--- src/rtl/exp4_unidade_controle_pkg.sv ---
// Shared state codes and widths for the Experiment 4 memory-game control unit.
// EXP4_TIMEOUT_EN selects the move-timeout variant of the control unit.
package exp4_unidade_controle_pkg;

    localparam int ESTADO_W              = 4;
    localparam int TIMEOUT_W             = 13;
    localparam int TIMEOUT_CICLOS_PADRAO = 5000;

    // Codes are shown on the 7-seg debug display, so they are fixed by hand.
    typedef enum logic [ESTADO_W-1:0] {
        INICIAL       = 4'b0000,
        PREPARACAO    = 4'b0001,
        ESPERA_JOGADA = 4'b0010,
        REGISTRA      = 4'b0100,
        COMPARACAO    = 4'b0101,
        PROXIMO       = 4'b0110,
        FIM_ACERTOU   = 4'b1010,
        FIM_ERROU     = 4'b1110,
        FIM_TIMEOUT   = 4'b1101
    } estado_t;

endpackage

--- src/rtl/contador_timeout.sv ---
// Cycle counter that flags when a move has been awaited for FIM_VALOR clocks.
// Only instantiated when EXP4_TIMEOUT_EN is defined.
module contador_timeout
    import exp4_unidade_controle_pkg::*;
#(
    parameter int W         = TIMEOUT_W,
    parameter int FIM_VALOR = TIMEOUT_CICLOS_PADRAO
) (
    input  logic clock,
    input  logic reset,
    input  logic clr,
    input  logic en,
    output logic fim
);

    localparam logic [W-1:0] ULTIMO = W'(FIM_VALOR - 1);

    logic [W-1:0] cnt;

    always_ff @(posedge clock or negedge reset) begin
        if (!reset) begin
            cnt <= '0;
        end else if (clr) begin
            cnt <= '0;
        end else if (en) begin
            cnt <= cnt + 1'b1;
        end
    end

    // Asserted during the last allowed waiting cycle.
    assign fim = en && (cnt == ULTIMO);

endmodule

--- config.mk ---
export PLATFORM = sky130hd
export DESIGN_NAME = contador_timeout
export DESIGN_NICKNAME = d
export VERILOG_FILES = /design/src/rtl/exp4_unidade_controle_pkg.sv /design/src/rtl/contador_timeout.sv
export SDC_FILE = /design/constraint.sdc
export NUM_CORES = 1
export LEC_CHECK = 0
export BUFFER_PORTS_ARGS = -buffer_cell sky130_fd_sc_hd__buf_2
export CORE_AREA = 2 2 43 45
export DETAILED_ROUTE_END_ITERATION = 7
export DIE_AREA = 0 0 45 47
export PLACE_DENSITY = 0.68
export RECOVER_POWER = 100
export SYNTH_ARGS = -nofsm -noshare
export SYNTH_HDL_FRONTEND = slang
export SYNTH_SLANG_ARGS = --single-unit
export TNS_END_PERCENT = 100
--- constraint.sdc ---
create_clock -name clock -period 1.4 [get_ports clock]
set_input_delay 0.14 -clock clock [delete_from_list [all_inputs] [get_ports clock]]
set_output_delay 0.14 -clock clock [all_outputs]
set_load 0.01 [all_outputs]
==> qor.yml, run 1 <==
run_status:
  status: "complete, but fails checks"
  violations: "negative setup slack"
worst_setup_path:
  crit_type: "flop to primary output"
  endpoint_kind: "primary output"
  crit_path_start_kind: "flop"
  crit_end: "fim"
  cp_slowest_stage_delay_ns: 0.53
  reg2reg_to: "cnt[11]"
  required_ns: 1.26
  r2r_cells: 4
  ff2ff_setup_slack_ns: -0.12
  reg2reg_from: "cnt[0]"
  cp_slowest_cell: "or4b_4"
  critPathArrivalTime_ns: 1.49
  critical_path.max_fanout: 2
  cp_cell_sequence: "or4b_4, nor4_2, buf_2"
  critPathLaunch: "cnt[5]"
sta:
  max_freq_mhz: 614
  period_needed_ns: 1.63
  finalClockSkew_ns: 0.00255
  finalSetupViolCount: 7
  rsz0062_at_grt: "true"
  slew_viol_final: 0
  finalWorstSetupSlack_ns: -0.229
  fin_crit_sh_pct: 116
  worst_pin_slew_ns: 0.715
  hold_viol: 0
  relSlewSlack_pct: 52.3
placement:
  hpwlAfterDp_mm: 1.05
  dp_slack_ns: -0.104
  port_buffers: 4
  gp_congestion: 0.815
  placed_cells: 101
clock_network:
  clockRootBuffer: "clkbuf_4"
  htree_levels: 1
  cts_sinks: 13
  path_clk_slew_ns: 0.08
  cts_tree: "yes"
  cts.path.max_buffers: 2
  cts_buffers: 3
  clock_latency_ns: 0.27
finish:
  syn_to_final_growth_pct: 36.1
  drive_gt1_share_pct: 43.0
  reg_top3: "cnt (13)"
  nets: 99
  most-common-layout-cells: "buf_4 (14), dfrtp_1 (13), nor2_1 (7), a21oi_2 (6), nand3_1 (5)"
  final_common_cell: "buf_4"
  final-instance-count-excl-fill: 110
  top_register: "cnt"
  largest_reg_flops: 13
  n_antenna_cell: 0
yosys:
  syn_avg_cell_area_um2: 9.90
  yosysWarningCount: 0
  yosysSeqAreaShare_pct: 46.9
  yosysTopAreaCellShare_pct: 46.9
  synth-edff-count: 0
  netlist_area_um2: 693
  yosys-top-cells-area: "dfrtp_1 (47%), a21oi_1 (5.1%), o31ai_1 (4.3%), or4_1 (4.3%), nor2_1 (3.8%)"
  synth_area_leader_cell: "dfrtp_1"
  synthArstFlopShare_pct: 100
  ys_ff_latch: 13
  synthFlopType: "dfrtp_1"
  synth_cell_types: 25
  syn-num-nets: 75
  synth_cells: 70
drt:
  num_vias: 617
  vias_per_cell: 5.61
  routed_wl_mm: 1.54
  drc_errors: 0
  firstDrtPassIters: 4
  postRouteAntennaNets: 0
  drtIter0Drc: 7
  wire_per_inst_um: 14.0
pwr:
  irDropWorstVdd_mv: 0.412
  p_per_area_nw_per_um2: 708
  leakage_uw: 0.000374
global_routing:
  grt_pass1_vias: 596
  antenna_found_initial: 0
  track_usage_pct: 17.7
  grt_max_degree: 16
  overflow: 0
  grt_pass1_wl_mm: 2.60
floorplanning:
  rows: 15
  chipHeight_um: 47
  io_pins: 5
  die_w_um: 45
  core_um2: 1650
  die_area_um2: 2120
  initial_core_util_pct: 42.0
worst_hold_path:
  hp-class: "input port to flop"
run:
  drv_cap: 0
[critical path, delay by kind of cell (launching register included)]
kind | cells | cell delay, ns
DFF | 1 | 0.38
buffers and inverters | 1 | 0.17
and+or+nand+nor | 2 | 0.68
[repair_timing]
action | 4_1_cts | 5_1_grt
gates cloned | 1 | 0
hold endpoints to repair | 13 | 0
hold buffers | 1 | 0
setup endpoints to repair | 5 | 8
resized for setup | 6 | 9
setup buffers | 3 | 0
pin swaps | 6 | 3
[power by group]
group	switching, µW	internal (µW)
registers	3.64	381
logic	37.1	21.7
clock network	114	110
total	155	513
[per-layer routing]
metal / routed length (µm) / global-route usage [%] / part of all wire [%] / up-vias
li1: - / - / - / 308
met1: 673 / 21.8 / 44 / 299
met2: 817 / 29.7 / 53 / 8
met3: 29 / 3.46 / 1.9 / 2
met4: 19 / 8.82 / 1.2 / 0
met5: 0 / 0 / 0 / -
[area by class of cell]
| type | instances | area, µm² |
|---|---|---|
| sequential | 13 | 325 |
| timing repair buffer | 23 | 161 |
| inverter | 2 | 7.51 |
| fill | 148 | 708 |
| clock buffer | 4 | 26.3 |
| tap | 17 | 21.3 |
| multi-input combinational | 51 | 402 |
[logic make-up after synthesis]
logic type	after synthesis	synth area share (%)
simple gates	27	21.7
fa+ha+maj	1	1.80
xor+xnor	4	5.06
flops	13	46.9
buf+inv	6	3.79
mux	2	3.07
compound gates	17	17.7
[through the flow]
stage / utilization, % / power, µW / hold slack [ns] / cell area (µm²) / setup TNS (ns)
4_1_cts: 55.4 / 688 / 0.257 / 915 / -0.762
6_report: 57.1 / 668 / 0.266 / 943 / -0.727
5_1_grt: 57.1 / 710 / 0.284 / 943 / -1.45
3_3_place_gp: 50.1 / 449 / 0.0416 / 827 / -0.150
3_5_place_dp: 50.1 / 452 / 0.0447 / 827 / -0.223
2_1_floorplan: - / 423 / -0.156 / 699 / -0.113
[how the worst min path moves through the flow]
stage	start	end	slack [ns]	cells past startpoint
2_1_floorplan	reset	cnt[0]	-0.16	0
3_3_place_gp	reset	cnt[0]	0.04	1
3_5_place_dp	reset	cnt[0]	0.04	1
4_1_cts	en	cnt[0]	0.26	3
5_1_grt	en	cnt[0]	0.28	3
6_report	en	cnt[0]	0.27	3
[cell usage after synthesis, types with 2 or more instances]
library cell	count
a21oi_1	7
buf_2	3
dfrtp_1	13
inv_1	2
nand2_1	2
nand3_1	5
nand4_1	2
nor2_1	7
nor4_1	2
o21ai_0	3
o31ai_1	4
or3_1	2
or4_1	4
xor2_1	3
(Power assumes the default switching activity.)
==> run 2: changes to the inputs <==
--- a/config.mk
+++ b/config.mk
@@ -9,7 +9,7 @@
 export CORE_AREA = 2 2 43 45
 export DETAILED_ROUTE_END_ITERATION = 7
 export DIE_AREA = 0 0 45 47
-export PLACE_DENSITY = 0.68
+export PLACE_DENSITY = 0.65
 export RECOVER_POWER = 100
 export SYNTH_ARGS = -nofsm -noshare
 export SYNTH_HDL_FRONTEND = slang
==> constraint.sdc (replaced) <==
create_clock -name clock -period 1.69 [get_ports clock]
set_input_delay 0.169 -clock clock [delete_from_list [all_inputs] [get_ports clock]]
set_output_delay 0.169 -clock clock [all_outputs]
set_load 0.01 [all_outputs]
==> run 2 against run 1 <==
Net effect: global-route usage down 0.71 points; the flow now finishes without violations; sequential power down 17%; critical path type unchanged; first-iteration DRC count up 57%; combinational power down 22%; critical path depth unchanged; utilization down 6.7 points; clock skew up 0.0022 ns; die area unchanged; design area down 12%; sequential cell count unchanged.
==> qor.yml, run 2 (synthesis gave the netlist of run 1 again) <==
run:
  drv_cap: 0  # unchanged
finish:
  nets: 91  # was 99
  most-common-layout-cells: "dfrtp_1 (13), nor2_1 (7), a21oi_1 (7), buf_4 (7)"  # was buf_4 (14), dfrtp_1 (13), nor2_1 (7), a21oi_2 (6), nand3_1 (5)
  largest_reg_flops: 13  # unchanged
  n_antenna_cell: 0  # unchanged
  final_common_cell: "dfrtp_1"  # was buf_4
  syn_to_final_growth_pct: 20.2  # was 36.1%
  drive_gt1_share_pct: 21.2  # was 43.0%
  top_register: "cnt"  # unchanged
  reg_top3: "cnt (13)"  # unchanged
  final_util_pct: 50.5  # was 57.1%
sta:
  relSlewSlack_pct: 51.3  # was 52.3%
  fin_crit_sh_pct: 98.3
  max_freq_mhz: 602
  worst_pin_slew_ns: 0.731  # was 0.715 ns
  finalClockSkew_ns: 0.00478  # was 0.00255 ns
  slew_viol_final: 0  # unchanged
  rsz0062_at_grt: "true"  # unchanged
  fin_setup_tns_ns: 0  # was -0.727 ns
  hold_viol: 0  # unchanged
  finalSetupViolCount: 0  # was 7
  period_needed_ns: 1.66
drt:
  routed_wl_mm: 1.48  # was 1.54 mm
  drc_errors: 0  # unchanged
  wire_per_inst_um: 14.5  # was 14.0 µm
  firstDrtPassIters: 4  # unchanged
  num_vias: 615  # was 617
  postRouteAntennaNets: 0  # unchanged
  vias_per_cell: 6.03  # was 5.61
  drtIter0Drc: 11  # was 7
floorplanning:
  rows: 15  # unchanged
  die_w_um: 45  # unchanged
  core_um2: 1650  # unchanged
  die_area_um2: 2120  # unchanged
  io_pins: 5  # unchanged
  chipHeight_um: 47  # unchanged
  initial_core_util_pct: 42.0  # unchanged
worst_setup_path:
  critPathArrivalTime_ns: 1.49  # about the same
  ff2ff_setup_slack_ns: 0.07  # was -0.12 ns
  critPathBufInv: 1  # unchanged
  cp_slowest_cell: "or4b_4"  # unchanged
  cp_slowest_stage_delay_ns: 0.55  # was 0.53 ns
  crit_type: "flop to primary output"  # unchanged
  reg2reg_from: "cnt[5]"  # was cnt[0]
  crit_path_start_kind: "flop"  # unchanged
  reg2reg_to: "cnt[8]"  # was cnt[11]
  required_ns: 1.52  # was 1.26 ns
  endpoint_kind: "primary output"  # unchanged
  critical_path.max_fanout: 2  # unchanged
  cp_cell_sequence: "or4b_4, nor4_4, buf_2"  # was or4b_4, nor4_2, buf_2
  crit_family: "simple AND/OR/NAND/NOR gates"  # unchanged
  r2r_cells: 5  # was 4
pwr:
  leakage_uw: 0.000340  # was 0.000374 µW
  irDropWorstVdd_mv: 0.377  # was 0.412 mV
  p_per_area_nw_per_um2: 665  # was 708 nW/µm²
clock_network:
  clock_latency_ns: 0.27  # about the same
  cts_buffers: 3  # unchanged
  clockRootBuffer: "clkbuf_4"  # unchanged
  path_clk_slew_ns: 0.08  # about the same
  cts_tree: "yes"  # unchanged
  cts.path.max_buffers: 2  # unchanged
  cts_sinks: 13  # unchanged
  htree_levels: 1  # unchanged
placement:
  hpwlAfterDp_mm: 1.08  # was 1.05 mm
  gp_congestion: 0.736  # was 0.815
  port_buffers: 4  # unchanged
global_routing:
  antenna_found_initial: 0  # unchanged
  grt_max_degree: 14  # was 16
  overflow: 0  # unchanged
  track_usage_pct: 17.0  # was 17.7%
  grt_pass1_vias: 614  # was 596
  grt_pass1_wl_mm: 2.59  # was 2.60 mm
worst_hold_path:
  hold-path-endpoint: "cnt[4]"  # was cnt[0]
  hp-class: "input port to flop"  # unchanged
  worstHoldPathCells: 2  # was 3
  min-delay-start: "clr"  # was en
run_status:
  status: "finished clean"  # was complete, but fails checks
==> run 2: cell count changes in the layout (fill, tap and decap cells not counted), sizes merged <==
cell,previous run,this run
buf,19,10
clkbuf,7,8
==> run 2: cell type report <==
| class | count | area, µm² |
|---|---|---|
| clock buffers | 4 | 26.3 |
| fillers | 155 | 818 |
| inverters | 2 | 7.51 |
| multi-input cells | 51 | 360 |
| flip-flops and latches | 13 | 325 |
| well taps | 17 | 21.3 |
| repair buffers | 15 | 92.6 |
==> run 2: power by group <==
| part | switching (µW) | total, µW | internal [µW] |
|---|---|---|---|
| registers | 3.25 | 319 | 316 |
| logic | 29.1 | 45.6 | 16.5 |
| clock network | 98.3 | 190 | 91.2 |
| total | 131 | 554 | 423 |
==> run 2: through the flow <==
stage / instance area (µm²) / hold WS, ns / setup WS, ns / cells / total power, µW
floorplan: 693 / -0.127 / 0.117 / 70 / 350
global placement: 768 / 0.0743 / 0.145 / 94 / 371
detailed placement: 768 / 0.0793 / 0.120 / 94 / 372
CTS: 837 / 0.163 / -0.0701 / 102 / 566
global route: 833 / 0.176 / -0.0643 / 102 / 584
finish: 833 / 0.168 / 0.0286 / 102 / 554
==> run 2: how the worst max path moves through the flow <==
| stage | slack, ns | to | start | cells past startpoint |
|---|---|---|---|---|
| 5_1_grt | -0.06 | fim | cnt[6] | 3 |
| 3_5_place_dp | 0.12 | fim | cnt[5] | 3 |
| 2_1_floorplan | 0.12 | fim | cnt[5] | 2 |
| 6_report | 0.03 | fim | cnt[6] | 3 |
| 4_1_cts | -0.07 | fim | cnt[6] | 3 |
| 3_3_place_gp | 0.15 | fim | cnt[5] | 3 |
==> run 2: repair_timing <==
item                                    4_1_cts  5_1_grt
resized for setup                             2        1
cloned                                        0        0
setup buffers                                 3        0
hold endpoints to repair                     13        0
endpoints found under the setup margin        1        1
hold buffers                                  1        0
pin swaps                                     2        1
==> run 2: metal layers <==
layer	track usage [%]	share of wire, %	up-vias
met5	0	0	-
met4	7.65	0.67	0
met3	2.31	2.9	2
met2	27.4	50	10
met1	22.8	46	309
li1	-	-	294
==> run 2: worst register-to-register path, stage by stage, from the launching register on <==
cell	delay, ns
dfrtp_1	0.37
clkbuf_1	0.16
nand4_1	0.18
buf_4	0.22
or4_1	0.47
a21oi_1	0.16
==> run 3: changes to the inputs <==
--- a/config.mk
+++ b/config.mk
@@ -6,10 +6,10 @@
 export NUM_CORES = 1
 export LEC_CHECK = 0
 export BUFFER_PORTS_ARGS = -buffer_cell sky130_fd_sc_hd__buf_2
-export CORE_AREA = 2 2 43 45
+export CORE_AREA = 2 2 45 47
 export DETAILED_ROUTE_END_ITERATION = 7
-export DIE_AREA = 0 0 45 47
-export PLACE_DENSITY = 0.65
+export DIE_AREA = 0 0 47 49
+export PLACE_DENSITY = 0.61
 export RECOVER_POWER = 100
 export SYNTH_ARGS = -nofsm -noshare
 export SYNTH_HDL_FRONTEND = slang
==> run 3 against run 2 <==
Net effect: sequential share of layout area fell by 0.41 points; final cell count rose by 9.8%; critical path depth did not move; sequential cell count did not move; clock power rose by 8%; first-iteration DRC count rose by 36%; wire length rose by 5.0%; design area rose by 1.1%; sequential power barely moved; total power rose by 3.1%; worst hold slack improved by 0.032 ns; clock-buffer cell count did not move; largest power group unchanged.
==> qor.yml, run 3 (synthesis gave the netlist of run 1 again) <==
finish:
  seqCellArea_um2: 325  # unchanged
  fillers: 182  # was 155
  syn_to_final_growth_pct: 21.5  # was 20.2%
  reg_top3: "cnt (13)"  # unchanged
  final_common_cell: "dfrtp_1"  # unchanged
  top_register: "cnt"  # unchanged
  n_antenna_cell: 0  # unchanged
  final-instance-count-excl-fill: 112  # was 102
  nets: 91  # unchanged
  multi_input_area_um2: 352  # was 360 µm²
  drive_gt1_share_pct: 23.5  # was 21.2%
  most-common-layout-cells: "dfrtp_1 (13), buf_4 (8), nor2_1 (7), a21oi_1 (7), nand3_1 (5)"  # was dfrtp_1 (13), nor2_1 (7), a21oi_1 (7), buf_4 (7)
  largest_reg_flops: 13  # unchanged
drt:
  drtIter0Drc: 15  # was 11
  firstDrtPassIters: 4  # unchanged
  vias_per_cell: 5.56  # was 6.03
  postRouteAntennaNets: 0  # unchanged
  wire_per_inst_um: 13.9  # was 14.5 µm
  drc_errors: 0  # unchanged
  routed_wl_mm: 1.56  # was 1.48 mm
  num_vias: 623  # was 615
worst_setup_path:
  critical_path.max_fanout: 2  # unchanged
  critPathArrivalTime_ns: 1.52  # was 1.49 ns
  r2r_cells: 4  # was 5
  ff2ff_setup_slack_ns: 0.16  # was 0.07 ns
  reg2reg_from: "cnt[0]"  # was cnt[5]
  crit_path_start_kind: "flop"  # unchanged
  reg2reg_to: "cnt[11]"  # was cnt[8]
  endpoint_kind: "primary output"  # unchanged
  crit_type: "flop to primary output"  # unchanged
  required_ns: 1.52  # about the same
pwr:
  internal_power_uw: 425  # was 423 µW
  irDropWorstVdd_mv: 0.402  # was 0.377 mV
  p_switching_uw: 146  # was 131 µW
  seqPwrFrac_pct: 55.8  # was 57.6%
  netSwitchingFraction_pct: 25.6  # was 23.6%
  leakage_uw: 0.000330  # was 0.000340 µW
  clock_power_share_pct: 35.9  # was 34.2%
  p_per_area_nw_per_um2: 678  # was 665 nW/µm²
  power_frac_comb_pct: 8.2  # about the same
sta:
  finalClockSkew_ns: 0.00300  # was 0.00478 ns
  rsz0062_at_grt: "true"  # unchanged
  finalWorstSetupSlack_ns: 0.00560  # was 0.0286 ns
  hold_viol: 0  # unchanged
  slew_viol_final: 0  # unchanged
  fin_crit_sh_pct: 99.7  # was 98.3%
  finalSetupViolCount: 0  # unchanged
  worst_pin_slew_ns: 0.735  # was 0.731 ns
  relSlewSlack_pct: 51.0  # was 51.3%
  max_freq_mhz: 594  # was 602 MHz
  period_needed_ns: 1.68  # was 1.66 ns
worst_hold_path:
  hp-class: "input port to flop"  # unchanged
  hold-path-endpoint: "cnt[11]"  # was cnt[4]
  worstHoldPathCells: 2  # unchanged
  min-delay-start: "clr"  # unchanged
placement:
  port_buffers: 4  # unchanged
  dp_slack_ns: 0.0908  # was 0.120 ns
  gp_congestion: 0.775  # was 0.736
  placed_cells: 105  # was 94
  hpwlAfterDp_mm: 1.05  # was 1.08 mm
global_routing:
  overflow: 0  # unchanged
  antenna_found_initial: 0  # unchanged
  track_usage_pct: 17.4  # was 17.0%
  grt_pass1_wl_mm: 2.84  # was 2.59 mm
  grt_max_degree: 14  # unchanged
  grt_pass1_vias: 654  # was 614
floorplanning:
  io_pins: 5  # unchanged
  chipHeight_um: 49  # was 47 µm
  die_w_um: 47  # was 45 µm
  rows: 16  # was 15
  die_area_um2: 2300  # was 2120 µm²
  initial_core_util_pct: 37.6  # was 42.0%
  core_um2: 1840  # was 1650 µm²
clock_network:
  cts_sinks: 13  # unchanged
  htree_levels: 1  # unchanged
  cts_tree: "yes"  # unchanged
  path_clk_slew_ns: 0.09  # was 0.08 ns
  cts_buffers: 3  # unchanged
  cts.path.max_buffers: 2  # unchanged
  clockRootBuffer: "clkbuf_4"  # unchanged
  clock_latency_ns: 0.29  # was 0.27 ns
run:
  drv_cap: 0  # unchanged
run_status:
  status: "finished clean"  # unchanged
==> run 3: how the worst max path moves through the flow <==
| stage | start | endpoint | slack, ns |
|---|---|---|---|
| 2_1_floorplan | cnt[5] | fim | 0.12 |
| 5_1_grt | cnt[6] | fim | -0.06 |
| 6_report | cnt[6] | fim | 0.006 |
| 3_3_place_gp | cnt[5] | fim | 0.12 |
| 3_5_place_dp | cnt[5] | fim | 0.09 |
| 4_1_cts | cnt[5] | fim | -0.1 |
==> run 3: critical path, stage by stage, from the launching register on <==
cell	delay, ns
dfrtp_1	0.41
or4b_4	0.52
nor4_2	0.13
buf_2	0.16
==> run 3: cell type report <==
| cell class | instances | share of cell area, % |
|---|---|---|
| multi-input combinational | 51 | 41.8 |
| sequential | 13 | 38.6 |
| timing repair buffer | 15 | 11.6 |
| tap | 27 | 4.01 |
| clock buffer | 4 | 3.12 |
| inverter | 2 | 0.892 |
==> run 3: layer usage <==
metal | up-vias | GRT usage [%] | routed length, µm
met2 | 20 | 25.3 | 750
met3 | 6 | 4.81 | 55
met5 | - | 0 | 0
li1 | 293 | - | -
met4 | 0 | 10.6 | 77
met1 | 304 | 22.1 | 674
==> run 3: power by group through the flow <==
stage	Sequential (µW)	Combinational (µW)	Clock (µW)
floorplan	329	21.4	0
global placement	325	46.4	0
detailed placement	325	47.0	0
CTS	319	49.8	207
global route	320	53.0	222
finish	319	46.9	205
==> run 3: repair_timing <==
action / CTS / global route
setup endpoints to repair: 1 / 1
resized for setup: 2 / 0
hold buffers: 1 / 0
setup buffers: 2 / 0
endpoints found under the hold margin: 13 / 0
pin swaps: 1 / 1
==> run 3: stage by stage <==
stage               hold slack [ns]  cell area (µm²)  setup TNS, ns  utilization, %  power, µW
floorplan                    -0.127              693              0               -        350
global placement             0.0762              788              0            42.8        371
detailed placement           0.0746              788              0            42.8        372
CTS                           0.200              850        -0.0980            46.1        576
global route                  0.211              842        -0.0579            45.7        595
finish                        0.200              842              0            45.7        571
